$ cat src/rtl/nn_pkg.sv
// Shared constants and FSM state encoding for the weight-load datapath.
// Defaults for ADDR_W/DATA_W/NUM_WORDS match a 28x28 input layer.
package nn_pkg;

   localparam int NN_ADDR_W    = 10;
   localparam int NN_DATA_W    = 16;
   localparam int NN_NUM_WORDS = 784;

   typedef logic [1:0] state_t;

   localparam state_t IDLE = 2'd0;
   localparam state_t LOAD = 2'd1;
   localparam state_t DONE = 2'd2;

endpackage

$ cat src/rtl/nn_addr_mux.sv
// Two-way address mux: y = b when sel is high, else a.
module nn_addr_mux #(
   parameter int W = 10
) (
   input  logic         sel,
   input  logic [W-1:0] a,
   input  logic [W-1:0] b,
   output logic [W-1:0] y
);

   assign y = sel ? b : a;

endmodule

$ cat src/rtl/w1_load_ctrl.sv
// Streams NUM_WORDS weight words into the weight memory, then hands the port back to compute.
// Optional running checksum of accepted words when W1_LOAD_CHECKSUM_EN is defined.
module w1_load_ctrl
   import nn_pkg::*;
#(
   parameter int ADDR_W    = NN_ADDR_W,
   parameter int DATA_W    = NN_DATA_W,
   parameter int NUM_WORDS = NN_NUM_WORDS
) (
   input  logic                     clk,
   input  logic                     rst_n,
   input  logic                     start,
   input  logic                     s_valid,
   input  logic [DATA_W-1:0]        s_data,
   output logic                     s_ready,
   input  logic [ADDR_W-1:0]        comp_addr,
   output logic [ADDR_W-1:0]        mem_addr,
   output logic [DATA_W-1:0]        mem_wdata,
   output logic                     mem_we,
   output logic                     busy,
   output logic                     load_done,
`ifdef W1_LOAD_CHECKSUM_EN
   output logic [DATA_W+ADDR_W-1:0] checksum,
`endif
   output state_t                   state_dbg
);

   localparam logic [ADDR_W-1:0] LAST = ADDR_W'(NUM_WORDS - 1);

   state_t              state;
   logic [ADDR_W-1:0]   count;
   logic [ADDR_W-1:0]   load_addr;
   logic [DATA_W-1:0]   wdata_r;
   logic                we_r;
   logic                xfer;

   // Handshake: a word moves on any cycle where s_valid and s_ready are both high;
   // s_ready depends only on state, never on s_valid.
   assign s_ready   = (state == LOAD);
   assign xfer      = s_valid && s_ready;
   assign busy      = (state != IDLE);
   assign load_done = (state == DONE);
   assign mem_we    = we_r;
   assign mem_wdata = wdata_r;
   assign state_dbg = state;

   always_ff @(posedge clk) begin
      if (!rst_n) begin
         state     <= IDLE;
         count     <= '0;
         we_r      <= 1'b0;
         wdata_r   <= '0;
         load_addr <= '0;
      end else begin
         we_r <= xfer;
         if (xfer) begin
            wdata_r   <= s_data;
            load_addr <= count;
         end
         case (state)
            IDLE: begin
               if (start) begin
                  state <= LOAD;
                  count <= '0;
               end
            end
            LOAD: begin
               // The last word ends the load without advancing the counter, so it never wraps.
               if (xfer) begin
                  if (count == LAST) state <= DONE;
                  else               count <= count + ADDR_W'(1);
               end
            end
            DONE:    state <= IDLE;
            default: state <= IDLE;
         endcase
      end
   end

`ifdef W1_LOAD_CHECKSUM_EN
   always_ff @(posedge clk) begin
      if (!rst_n)                      checksum <= '0;
      else if (state == IDLE && start) checksum <= '0;
      else if (xfer)                   checksum <= checksum + {{ADDR_W{1'b0}}, s_data};
   end
`endif

   // The memory port belongs to compute only when idle and no write is draining.
   nn_addr_mux #(.W(ADDR_W)) u_addr_mux (
      .sel (we_r || (state != IDLE)),
      .a   (comp_addr),
      .b   (load_addr),
      .y   (mem_addr)
   );

endmodule

$ cat config.mk
export PLATFORM = sky130hd
export DESIGN_NAME = w1_load_ctrl
export DESIGN_NICKNAME = d
export VERILOG_FILES = /design/src/rtl/nn_pkg.sv /design/src/rtl/nn_addr_mux.sv /design/src/rtl/w1_load_ctrl.sv
export SDC_FILE = /design/constraint.sdc
export NUM_CORES = 1
export LEC_CHECK = 0
export CORE_MARGIN = 2
export CORE_UTILIZATION = 42
export CTS_BUF_LIST = sky130_fd_sc_hd__clkbuf_4
export DETAILED_ROUTE_END_ITERATION = 16
export GPL_TIMING_DRIVEN = 1
export HOLD_SLACK_MARGIN = 0.08
export MAX_ROUTING_LAYER = met4
export PLACE_DENSITY_LB_ADDON = 0.2
export SLEW_MARGIN = 25
export SYNTH_ARGS = -nofsm -noshare
export SYNTH_HDL_FRONTEND = slang
export SYNTH_SLANG_ARGS = --single-unit
$ cat constraint.sdc
create_clock -name clk -period 1.63 [get_ports clk]
set_input_delay 0.489 -clock clk [delete_from_list [all_inputs] [get_ports clk]]
set_output_delay 0.489 -clock clk [all_outputs]
set_load 0.03 [all_outputs]
After elaboration in Yosys (flattened, before gate mapping):

Index checks and enable logic that the tools add are counted.

* $add $sub $neg: 1
* equality and inequality tests: 7
* mux-type cells: 9
* reductions and logical operators: 7

Operator list (number)
* $mux 10: 4
* $pmux 10 s2: 1
* $add 10x1->10 const B: 1
* $eq 10x10->1 const B: 1
* $mux 2: 3
* $ne 2x1->1 const B: 2
* $ne 2x2->1 const B: 2
* $pmux 2 s2: 1
* $reduce_and 4->1: 1
* $reduce_bool 2->1: 2
* $reduce_and 3->1: 1
* $eq 2x1->1 const B: 1
* $eq 2x2->1 const B: 1
* $logic_not 2->1: 1
* $logic_and 1x1->1: 1
* $logic_or 1x1->1: 1

* register bits after elaboration: 39
* input bits: 30
* output and inout bits: 32
* logic and storage cells: 29

Logic depth before layout (Yosys ltp):

Gate-level depths: netlist of run 1.

* depth in word-level cells: 4
* mapped depth: 8

Cells and area by module:

A second synthesis of run 1 with hierarchy kept.

* cells, all modules: 215
* area, all modules: 1824.2 um2

Modules (own cells, without submodules)
* w1_load_ctrl: instances 1, cells each 204, area each 1662.8 um2
* nn_addr_mux: instances 1, cells each 11, area each 161.4 um2

Worst setup path after synthesis of run 1:

No wires, ideal clock.

* path type: register to output
* from: register state[0], in the netlist state_dbg[0]
* to: output mem_addr[0]
* arrival: 1711 ps
* required time: 1141 ps
* path slack: -570 ps
* cell stages (with the launch flop): 5
* buffers on the path: 1
* cell sequence: dfxtp_1 buf_2 or2_2 nor2_4 mux2_1

* longest elaborated chain between the ends: 3

RTL lines
* from (decl): line w1_load_ctrl.sv:30 `state_t state;`
* from (signal assigned): line w1_load_ctrl.sv:49 `state <= IDLE;`
* from (signal assigned): line w1_load_ctrl.sv:63 `state <= LOAD;`
* from (signal assigned): line w1_load_ctrl.sv:70 `if (count == LAST) state <= DONE;`
* $reduce_bool 2->1
* named net busy: line w1_load_ctrl.sv:20 `output logic busy,`
* $logic_or 1x1->1: line w1_load_ctrl.sv:90 `.sel (we_r || (state != IDLE)),`
* $mux 10: line nn_addr_mux.sv:11 `assign y = sel ? b : a;`
* to (decl): line w1_load_ctrl.sv:17 `output logic [ADDR_W-1:0] mem_addr,`

The timed path passes the listed nets, and every way through them passes these cells.

Final worst setup path of run 1:

* from: register state[1], in the netlist state_dbg[1]
* to: output mem_addr[0]

* longest elaborated chain between the ends: 3

RTL lines (line)
* $reduce_bool 2->1: w1_load_ctrl.sv:90
* $logic_or 1x1->1: w1_load_ctrl.sv:90
* $mux 10: nn_addr_mux.sv:11

Every way passes these cells.

==> results of run 1 <==
-- worst max-delay path, delay by kind of cell, from the launching register on --
kind | cells | cell delay [ps]
multiplexers | 1 | 290
flip-flops | 1 | 360
buffers and inverters | 2 | 310
AND/OR/NAND/NOR | 2 | 370
-- power groups by stage --
stage	sequential, mW	clock [mW]	combinational (mW)
global placement	1.00	0	0.459
global route	0.987	0.868	0.508
CTS	0.983	0.822	0.467
floorplan	1.04	0	0.204
detailed placement	1.01	0	0.461
finish	0.983	0.801	0.480
-- what timing repair did --
action | CTS | global route
gates resized for setup | 87 | 17
pin swaps | 0 | 2
endpoints found under the setup margin | 29 | 28
buffers inserted | 6 | 2
cloned | 0 | 1
-- cell type report --
cell class | count | area share
Multi-Input combinational cell | 167 | 0.357
Clock buffer | 6 | 0.0156
Timing Repair Buffer | 91 | 0.307
Inverter | 3 | 0.00476
Sequential cell | 39 | 0.273
Tap cell | 50 | 0.0216
Clock inverter | 2 | 0.0208
-- logic make-up (layout without fill, tap and decap cells) --
kind of cell	after synthesis	count (layout)	share of synthesized area
adders and majority gates	1	1	0.00700
muxes	11	11	0.0686
buffers and inverters	15	102	0.0392
and+or+nand+nor	108	108	0.285
AOI/OAI and AO/OA	46	47	0.164
DFF	39	39	0.437
-- metal layers --
layer | vias to the layer above | track usage
met1 | 871 | 0.251
met5 | - | -
met2 | 83 | 0.328
li1 | 938 | -
met4 | 0 | 0.0545
met3 | 5 | 0.0465
-- stage by stage --
| stage | setup WS [ps] | hold WS, ps | area [µm²] |
|---|---|---|---|
| 3_3_place_gp | -600 | 441 | 2660 |
| 2_1_floorplan | -363 | 436 | 1850 |
| 6_report | -530 | 457 | 2890 |
| 5_1_grt | -582 | 474 | 2890 |
| 3_5_place_dp | -608 | 444 | 2660 |
| 4_1_cts | -565 | 459 | 2830 |
-- path summary, 6_finish.rpt --
check,cells after the start,from,slack (ps),to
worst max-delay path,5,state_dbg[1]$_SDFFE_PN0P_,-530,mem_addr[0]
worst min-delay path,2,mem_wdata[5]$_SDFFE_PN0P_,460,mem_wdata[5]$_SDFFE_PN0P_
worst max register to register,9,state_dbg[1]$_SDFFE_PN0P_,-10,count[8]$_SDFFE_PN0P_
worst min register to register,2,mem_wdata[5]$_SDFFE_PN0P_,460,mem_wdata[5]$_SDFFE_PN0P_
-- flip-flops by register name (all words and copies together), names as in the netlist --
signal     flops
state_dbg      2
mem_wdata     16
mem_we         1
count         10
load_addr     10
-- layout by cell type (no fill, tap or decap), types with 2 or more instances in the layout --
| cell | count |
|---|---|
| a21oi_1 | 28 |
| a31oi_1 | 2 |
| and2_1 | 2 |
| buf_12 | 4 |
| buf_4 | 28 |
| buf_6 | 13 |
| bufinv_16 | 2 |
| clkbuf_4 | 6 |
| clkdlybuf4s15_1 | 10 |
| clkdlybuf4s50_1 | 29 |
| dfxtp_1 | 37 |
| dfxtp_4 | 2 |
| dlygate4sd2_1 | 7 |
| inv_1 | 2 |
| mux2_4 | 10 |
| nand2_1 | 67 |
| nand2_2 | 3 |
| nand3_1 | 4 |
| nand4_1 | 2 |
| nor2_1 | 7 |
| nor3_1 | 4 |
| nor3_2 | 2 |
| nor4_1 | 2 |
| o211a_1 | 2 |
| o21ai_0 | 3 |
| o221a_1 | 2 |
| or3_1 | 2 |
==> metrics.md, run 1 <==
| Metric | Value |
|---|---|
| Core area | 4060 µm² |
| Hold violation count in the final report | 0 |
| Pwr dens | 783 nW/µm² |
| Leakage power | 1.21 nW |
| EDFF count, synth | 0 |
| Share of power burned in registers | 0.434 |
| Final std cells w/o fill | 358 |
| Failing checks | setup timing |
| H-Tree Depth | 2 |
| Clk pwr share | 0.354 |
| Initial core utilization | 0.441 |
| Row count | 23 |
| RD Place Congestion | slightly below 0.9 |
| Logic gate share of total power | 0.212 |
| Sequential share of the synthesized area | 0.437 |
| DRT Pass-1 Iters | 4 |
| Reg clk slew, reported paths | 120 ps |
| Slew headroom | 0.795 |
| Initial antenna violation count | 0 |
| Synth Net Count | between 200 and 300 |
| WL/cell | 14.0 µm |
| Area of the multi-input gates | around 1000 µm² |
| Via/cell ratio | around 5.3 |
| Via Count | roughly 1900 |
| Final HPWL DP | 3250 µm |
| Crit end category | primary output |
| Status | finished with violations |
| Met1 WL | about 2100 µm |
| Clk_lat worst skew | 340 ps |
| Crit path max fanout | 2 |
| Die height | roughly 69 µm |
| CP peak stage delay | ~360 ps |
| Fmax | 0.463 GHz |
| Top-count cell post-synth | nand2_1 |
| Overall power | 2.26 mW |
| First-pass GRT wire length | 7690 µm |
| DRC | 0 |
| Filler cells | 309 |
| Hold bufs inserted after CTS | 0 |
| Gate Count Post-Synth | 220 |
| Most common flop cell mapped by yosys | dfxtp_1 |
| CTS Buffer Depth | 2 |
| Slew @ Worst Pin | 307 ps |
| CP required | 1140 ps |
| Syn_area_per_cell | 8.13 µm² |
| Hold Path Class | register to register |
| Gr ovfl total | 0 |
| Fin util | 0.712 |
| Netlist Area Pre-Place | 1790 µm² |
| Post-Route WL | approximately 5000 µm |
| Total track usage | 0.201 |
| Routed Antenna Nets | 0 |
| Total CTS buffers | 5 |
| Skew final | 11.6 ps |
| Met3 wire len | 371 µm |
| Number of global-route vias before repair | approximately 1700 |
| Tcrit/Tclk final | 1.33 |
| Share of cells above drive strength 1 | 0.266 |
| Worst path arrival time | 1670 ps |
| Final net count | 338 |
| CTS tree | yes |
| TNS Setup | -5640 ps |
| Min Tclk post-route | 2160 ps |
| Commonest cells post-synth | nand2_1 (68), dfxtp_1 (39), a21oi_1 (28) |
| Max-slew violations | 0 |
| Yosys cell types | 44 |
| Top cell type by total area after synthesis | dfxtp_1 |
| Metal2 WL | 2500 µm |
| Top sig layer | met4 |
| Async SR Flop Fraction | 0 |
| Max VDD drop | 0.000430 V |
| Reg area | 788 µm² |
| P_int | 1.71 mW |
| Area Growth Syn to Fin | 61.7% |
| Cell mode on critical path | buf_4 |
| Sw Share | 0.244 |
| Max-Cap Viols | 0 |
| Switching power total | 553 µW |
| #FFs+latches synth | 39 |
| Die W | 69.2 µm |
| Initial drt markers | 77 |
| Root Buffer | clkbuf_4 |
| Antenna cell count | 0 |
| Num ports | 62 |
| DP Cell Count | 342 |
| Worst setup margin | -530 ps |
| Yosys warning total | 0 |
| Unrepaired setup endpoints after global routing | yes |
| Largest cells by area after synthesis | dfxtp_1 (44%), nand2_1 (14%), a21oi_1 (7.8%) |
| Clk sinks | 39 |
| Largest net degree at the start of global routing | 28 |
| Port Buffers | 61 |
| Setup CP Type | register to primary output |
| CP startpoint kind | register |
| CP Cell Sequence | or2_4, nor2_4, buf_4, mux2_4, buf_4 |
| Finish-stage setup viols | 15 |
| CP max stage cell | dfxtp_4 |
| Synth top area share | 0.437 |
| Die area | roughly 4800 µm² |
(Power assumes the default switching activity.)
==> inputs of run 2 (changes only) <==
Settings changed: CORE_ASPECT_RATIO from default to 1.75.
==> run 2 against run 1 <==
Effect of this change: the flow still finishes with violations (setup timing); design area grew 0.22%; clock power grew 2.6%; cell count grew 0.56%; die area grew 0.43%; highest routed layer unchanged.
==> metrics.md, run 2 (synthesis results as in run 1) <==
| Metric | Value |
|---|---|
| Status | finished with violations |
| Failing checks | setup timing |
| Skew final | 5.85 ps |
| Pre-CTS setup slack | -607 ps |
| Num ports | 62 |
| Final net count | 341 |
| Initial drt markers | between 60 and 70 |
| CP Cell Sequence | or2_4, nor2_4, buf_12, buf_4, mux2_4, buf_6 |
| Dpl cell area | between 2000 and 3000 µm² |
| Hold slack | 454 ps |
| Fin util | 0.705 |
| Die height | 90.3 µm |
| Filler cells | roughly 360 |
| Crit end category | primary output |
| Total track usage | 0.231 |
| Share of power burned in registers | 0.428 |
| Finish-stage setup viols | 14 |
| Commonest cells after routing, fill and taps aside | nand2_1 (67), dfxtp_1 (37), buf_4 (30) |
| Port Buffers | 61 |
| Max VDD drop | around 0.00056 V |
| Routed Antenna Nets | 0 |
| Via/cell ratio | 5.35 |
| DRT Pass-1 Iters | 4 |
| Post-Route WL | 5350 µm |
| Die area | a little under 5000 µm² |
| Initial antenna violation count | 0 |
| R2R Setup Slk | 10 ps |
| Tcrit/Tclk final | 1.39 |
| Clk_lat worst skew | roughly 340 ps |
| Unrepaired setup endpoints after global routing | yes |
| CP required | between 1000 and 1500 ps |
| Via Count | about 1900 |
| Slew @ Worst Pin | 502 ps |
| Largest net degree at the start of global routing | 28 |
| Total CTS buffers | 5 |
| Final Cell Area | 2900 µm² |
| CP peak stage delay | 360 ps |
| Die W | between 50 and 60 µm |
| Min Tclk post-route | 2270 ps |
| WL/cell | 14.9 µm |
| CTS Buffer Depth | 2 |
| Max-slew violations | 0 |
| Number of global-route vias before repair | 1853 |
| Worst path arrival time | 1780 ps |
| CTS tree | yes |
| Final HPWL DP | 3710 µm |
| Area of the multi-input gates | about 1000 µm² |
| Switching power total | 581 µW |
| Share of cells above drive strength 1 | 0.273 |
| Pwr dens | 794 nW/µm² |
| Gr ovfl total | 0 |
| CP max stage cell | dfxtp_4 |
| DRC | 0 |
| Setup CP Type | register to primary output |
| Hold bufs inserted after CTS | 0 |
| Hold Path Class | register to register |
| Fmax | 0.440 GHz |
| Worst setup margin | -643 ps |
| Sw Share | 0.253 |
| Hold violation count in the final report | 0 |
| RD Place Congestion | 0.905 |
| Commonest non-fill, non-tap cell in the layout | nand2_1 |
| Max-Cap Viols | 0 |
| First-pass GRT wire length | about 8200 µm |
| Max reg flops | 16 |
| Logic gate share of total power | 0.215 |
| Core area | about 4000 µm² |
| Antenna cell count | 0 |
| Area Growth Syn to Fin | 62.0% |
| Slew headroom | 0.665 |
| R2r endpoint | count[9]$_SDFFE_PN0P_ |
| FF-to-FF Start | state_dbg[1]$_SDFFE_PN0P_ |
| Worst hold path startpoint | mem_wdata[15]$_SDFFE_PN0P_ |
| Clk sinks | 39 |
| Overall power | ~2.3 mW |
| Reg area | 788 µm² |
| H-Tree Depth | 2 |
| WHS Path Cells | 2 |
| Reg2Reg Depth | 8 |
| Worst Hold Path EP | mem_wdata[15]$_SDFFE_PN0P_ |
| Leakage power | 1.24 nW |
| Root Buffer | clkbuf_4 |
| P_int | 1.72 mW |
| Clk pwr share | 0.358 |
| Initial core utilization | 0.435 |
| Crit path max fanout | 10 |
| Worst path top cell family by delay | buffers and inverters |
| Row count | 31 |
| CP startpoint kind | register |
| Reg clk slew, reported paths | approximately 120 ps |
| Buf+Inv Stages, Crit Path | 3 |
run 2: cell type report:
type,instances,area share
clock inverters,2,0.0207
inverters,3,0.00389
well taps,49,0.0212
multi-input cells,167,0.355
repair buffers,94,0.312
flip-flops and latches,39,0.272
clock buffers,6,0.0156
run 2: power groups by stage:
| stage | sequential, mW | combinational, mW | clock [mW] |
|---|---|---|---|
| 3_5_place_dp | 1.00 | 0.469 | 0 |
| 4_1_cts | 0.983 | 0.472 | 0.835 |
| 6_report | 0.983 | 0.494 | 0.822 |
| 3_3_place_gp | 1.00 | 0.462 | 0 |
| 2_1_floorplan | 1.04 | 0.204 | 0 |
| 5_1_grt | 0.986 | 0.524 | 0.872 |
run 2: worst max-delay path by stage:
stage / from / to / slack (ps) / cells after the start
final: state_dbg[1]$_SDFFE_PN0P_ / mem_addr[9] / -640 / 6
after global routing: state_dbg[1]$_SDFFE_PN0P_ / mem_addr[9] / -700 / 6
after CTS: state_dbg[1]$_SDFFE_PN0P_ / mem_addr[9] / -650 / 6
after detailed placement: state_dbg[1]$_SDFFE_PN0P_ / mem_addr[2] / -610 / 5
after global placement: comp_addr[7] / mem_addr[7] / -610 / 3
after floorplan: state_dbg[1]$_SDFFE_PN0P_ / mem_addr[0] / -360 / 4
run 2: metal layers:
layer | vias up | global-route usage | share of wire
met5 | - | - | 0
met4 | 0 | 0.103 | 0.027
met3 | 17 | 0.0464 | 0.058
met2 | 76 | 0.400 | 0.55
met1 | 890 | 0.238 | 0.37
li1 | 942 | - | -
run 2: worst register-to-register path, stage by stage, from the launching register on:
cell and delay (ps):
dfxtp_4 360, buf_4 130, buf_6 120, buf_6 110, buf_6 130, nor3b_1 430
nor2_1 100, nand2_1 90, mux2i_1 60
run 2: stage by stage:
step / std cells / TNS [ps]
after floorplan: 220 / -3630
after global placement: 344 / -11560
after detailed placement: 344 / -12530
after CTS: 354 / -5970
after global routing: 360 / -6600
final: 360 / -5870
run 2: repair_timing:
action	4_1_cts	5_1_grt
pin swaps	0	3
gates resized for setup	78	23
cloned	0	1
setup buffers	2	7
setup endpoints to repair	29	27
==> inputs of run 3 (changes only) <==
Settings changed: CORE_UTILIZATION 42 to 40, CTS_BUF_LIST sky130_fd_sc_hd__clkbuf_4 to default.
==> run 3 against run 2 <==
Effect of this change: the run still ends with setup timing left; critical path type unchanged; first-iteration DRC count down 3.2%; fmax up 7.4%; wire length down 4.8%; highest routed layer unchanged; clock power down 20%; critical path depth down 1; die area up 4.7%; cell count down 1.9%; largest cell class unchanged.
==> metrics.md, run 3 (synthesis results as in run 1) <==
| Metric | Value |
|---|---|
| Hold slack | 450 ps |
| Reg2Reg Depth | 4 |
| Total CTS buffers | 5 |
| Via Count | 1864 |
| Initial antenna violation count | 0 |
| TNS Setup | -4920 ps |
| WHS Path Cells | 2 |
| CP peak stage delay | approximately 340 ps |
| Hold Path Class | register to register |
| Finish-stage setup viols | 12 |
| Fin util | 0.645 |
| Row count | 32 |
| GRT busiest layer | met2 |
| Failing checks | setup timing |
| RD Place Congestion | roughly 0.91 |
| Met3 Usage GRT | 0.0403 |
| Critical path depth | 5 |
| Max-slew violations | 0 |
| Total track usage | 0.215 |
| CP max stage cell | dfxtp_4 |
| Max-Cap Viols | 0 |
| Max VDD drop | 0.000584 V |
| Status | finished with violations |
| Min Tclk post-route | 2120 ps |
| Number of global-route vias before repair | 1736 |
| Worst path top cell family by delay | simple AND/OR/NAND/NOR gates |
| Fmax | 0.472 GHz |
| Slew @ Worst Pin | 363 ps |
| Via/cell ratio | 5.28 |
| Initial core utilization | 0.410 |
| Die area | 5040 µm² |
| Slew headroom | 0.755 |
| Reg clk slew, reported paths | 70 ps |
| CP startpoint kind | register |
| Filler cells | 389 |
| DRC | 0 |
| Pwr dens | 754 nW/µm² |
| Clk sinks | 39 |
| CTS tree | yes |
| Die W | ~55 µm |
| Share of cells above drive strength 1 | 0.248 |
| CP Cell Sequence | or2_4, nor2_4, buf_12, mux2_4, buf_6 |
| Worst setup margin | -487 ps |
| H-Tree Depth | 2 |
| First-pass GRT wire length | 7800 µm |
| M1 GR Usage | 0.203 |
| Root Buffer | clkbuf_8 |
| Max reg flops | 16 |
| Skew final | around 6.9 ps |
| Area Growth Syn to Fin | 57.5% |
| Leakage power | 1.24 nW |
| Die height | 92.4 µm |
| Commonest cells after routing, fill and taps aside | nand2_1 (67), dfxtp_1 (37), a21oi_1 (28), clkdlybuf4s50_1 (28), buf_4 (25) |
| Routed Antenna Nets | 0 |
| Num ports | 62 |
| Final net count | 333 |
| Crit end category | primary output |
| Largest net degree at the start of global routing | 28 |
| Unrepaired setup endpoints after global routing | yes |
| Crit path max fanout | 10 |
| Gr ovfl total | 0 |
| Core area | 4360 µm² |
| Worst path arrival time | between 1500 and 2000 ps |
| Initial drt markers | 60 |
| Buf+Inv Stages, Crit Path | 2 |
| DRT Pass-1 Iters | 4 |
| Tcrit/Tclk final | 1.30 |
| Met2 GRT Util | 0.384 |
| Setup CP Type | register to primary output |
| CP required | 1140 ps |
| Final HPWL DP | 3760 µm |
| Commonest non-fill, non-tap cell in the layout | nand2_1 |
| CTS Buffer Depth | 2 |
| Clk_lat worst skew | 290 ps |
| WL/cell | 14.4 µm |
| Post-Route WL | 5100 µm |
| Hold violation count in the final report | 0 |
| Port Buffers | 61 |
| R2R Setup Slk | around 90 ps |
| Antenna cell count | 0 |
[run 3: cell count changes in the layout (fill, tap and decap cells not counted), moves of 2 or more]
| cell | delta |
|---|---|
| dlygate4sd2_1 | +7 |
| bufinv_16 | -2 |
| buf_4 | -5 |
| buf_6 | -6 |
| clkbuf_8 | +6 |
| clkdlybuf4s15_1 | -6 |
| clkbuf_4 | -6 |
| buf_12 | +2 |
[run 3: what timing repair did]
item,4_1_cts,5_1_grt
pin swaps,0,2
gates resized for setup,83,8
endpoints found under the setup margin,28,23
hold buffers,0,0
setup buffers,1,0
cloned,0,1
[run 3: final cells by class]
class                           count  area, µm²  share of cell area
Multi-Input combinational cell    167       1020               0.363
Tap cell                           51       63.8              0.0227
Inverter                            3       13.8             0.00489
Timing Repair Buffer               86        842               0.299
Clock inverter                      1       5.00             0.00178
Clock buffer                        6       82.6              0.0293
Sequential cell                    39        788               0.280
[run 3: per-layer routing]
metal,vias up,routed length (µm)
li1,926,-
met1,863,1870
met2,58,2760
met3,17,277
met4,0,189
met5,-,0
[run 3: per-stage QoR]
step | power [mW] | cells | worst slack (ps) | cell area (µm²)
after detailed placement | 1.48 | 344 | -637 | 2680
after global routing | 2.22 | 353 | -521 | 2820
after global placement | 1.47 | 344 | -622 | 2680
after CTS | 2.13 | 352 | -493 | 2780
final | 2.12 | 353 | -487 | 2820
after floorplan | 1.25 | 220 | -363 | 1850
[run 3: power by group]
part | switching, mW | internal [mW]
sequential | 0.0106 | 0.972
clock | 0.327 | 0.332
combinational | 0.240 | 0.243
[run 3: path summary, 6_finish.rpt]
| kind | startpoint | to |
|---|---|---|
| setup / recovery | state_dbg[1]$_SDFFE_PN0P_ | mem_addr[0] |
| setup reg to reg | count[4]$_SDFFE_PN0P_ | count[5]$_SDFFE_PN0P_ |
| hold / removal | mem_wdata[14]$_SDFFE_PN0P_ | mem_wdata[14]$_SDFFE_PN0P_ |
| hold reg to reg | mem_wdata[14]$_SDFFE_PN0P_ | mem_wdata[14]$_SDFFE_PN0P_ |
[run 3: worst reg2reg max path: stages (launching register included)]
cell and delay (ps):
dfxtp_1 350, or4_4 570, nor3_2 220, nor2_2 100, a32o_1 210
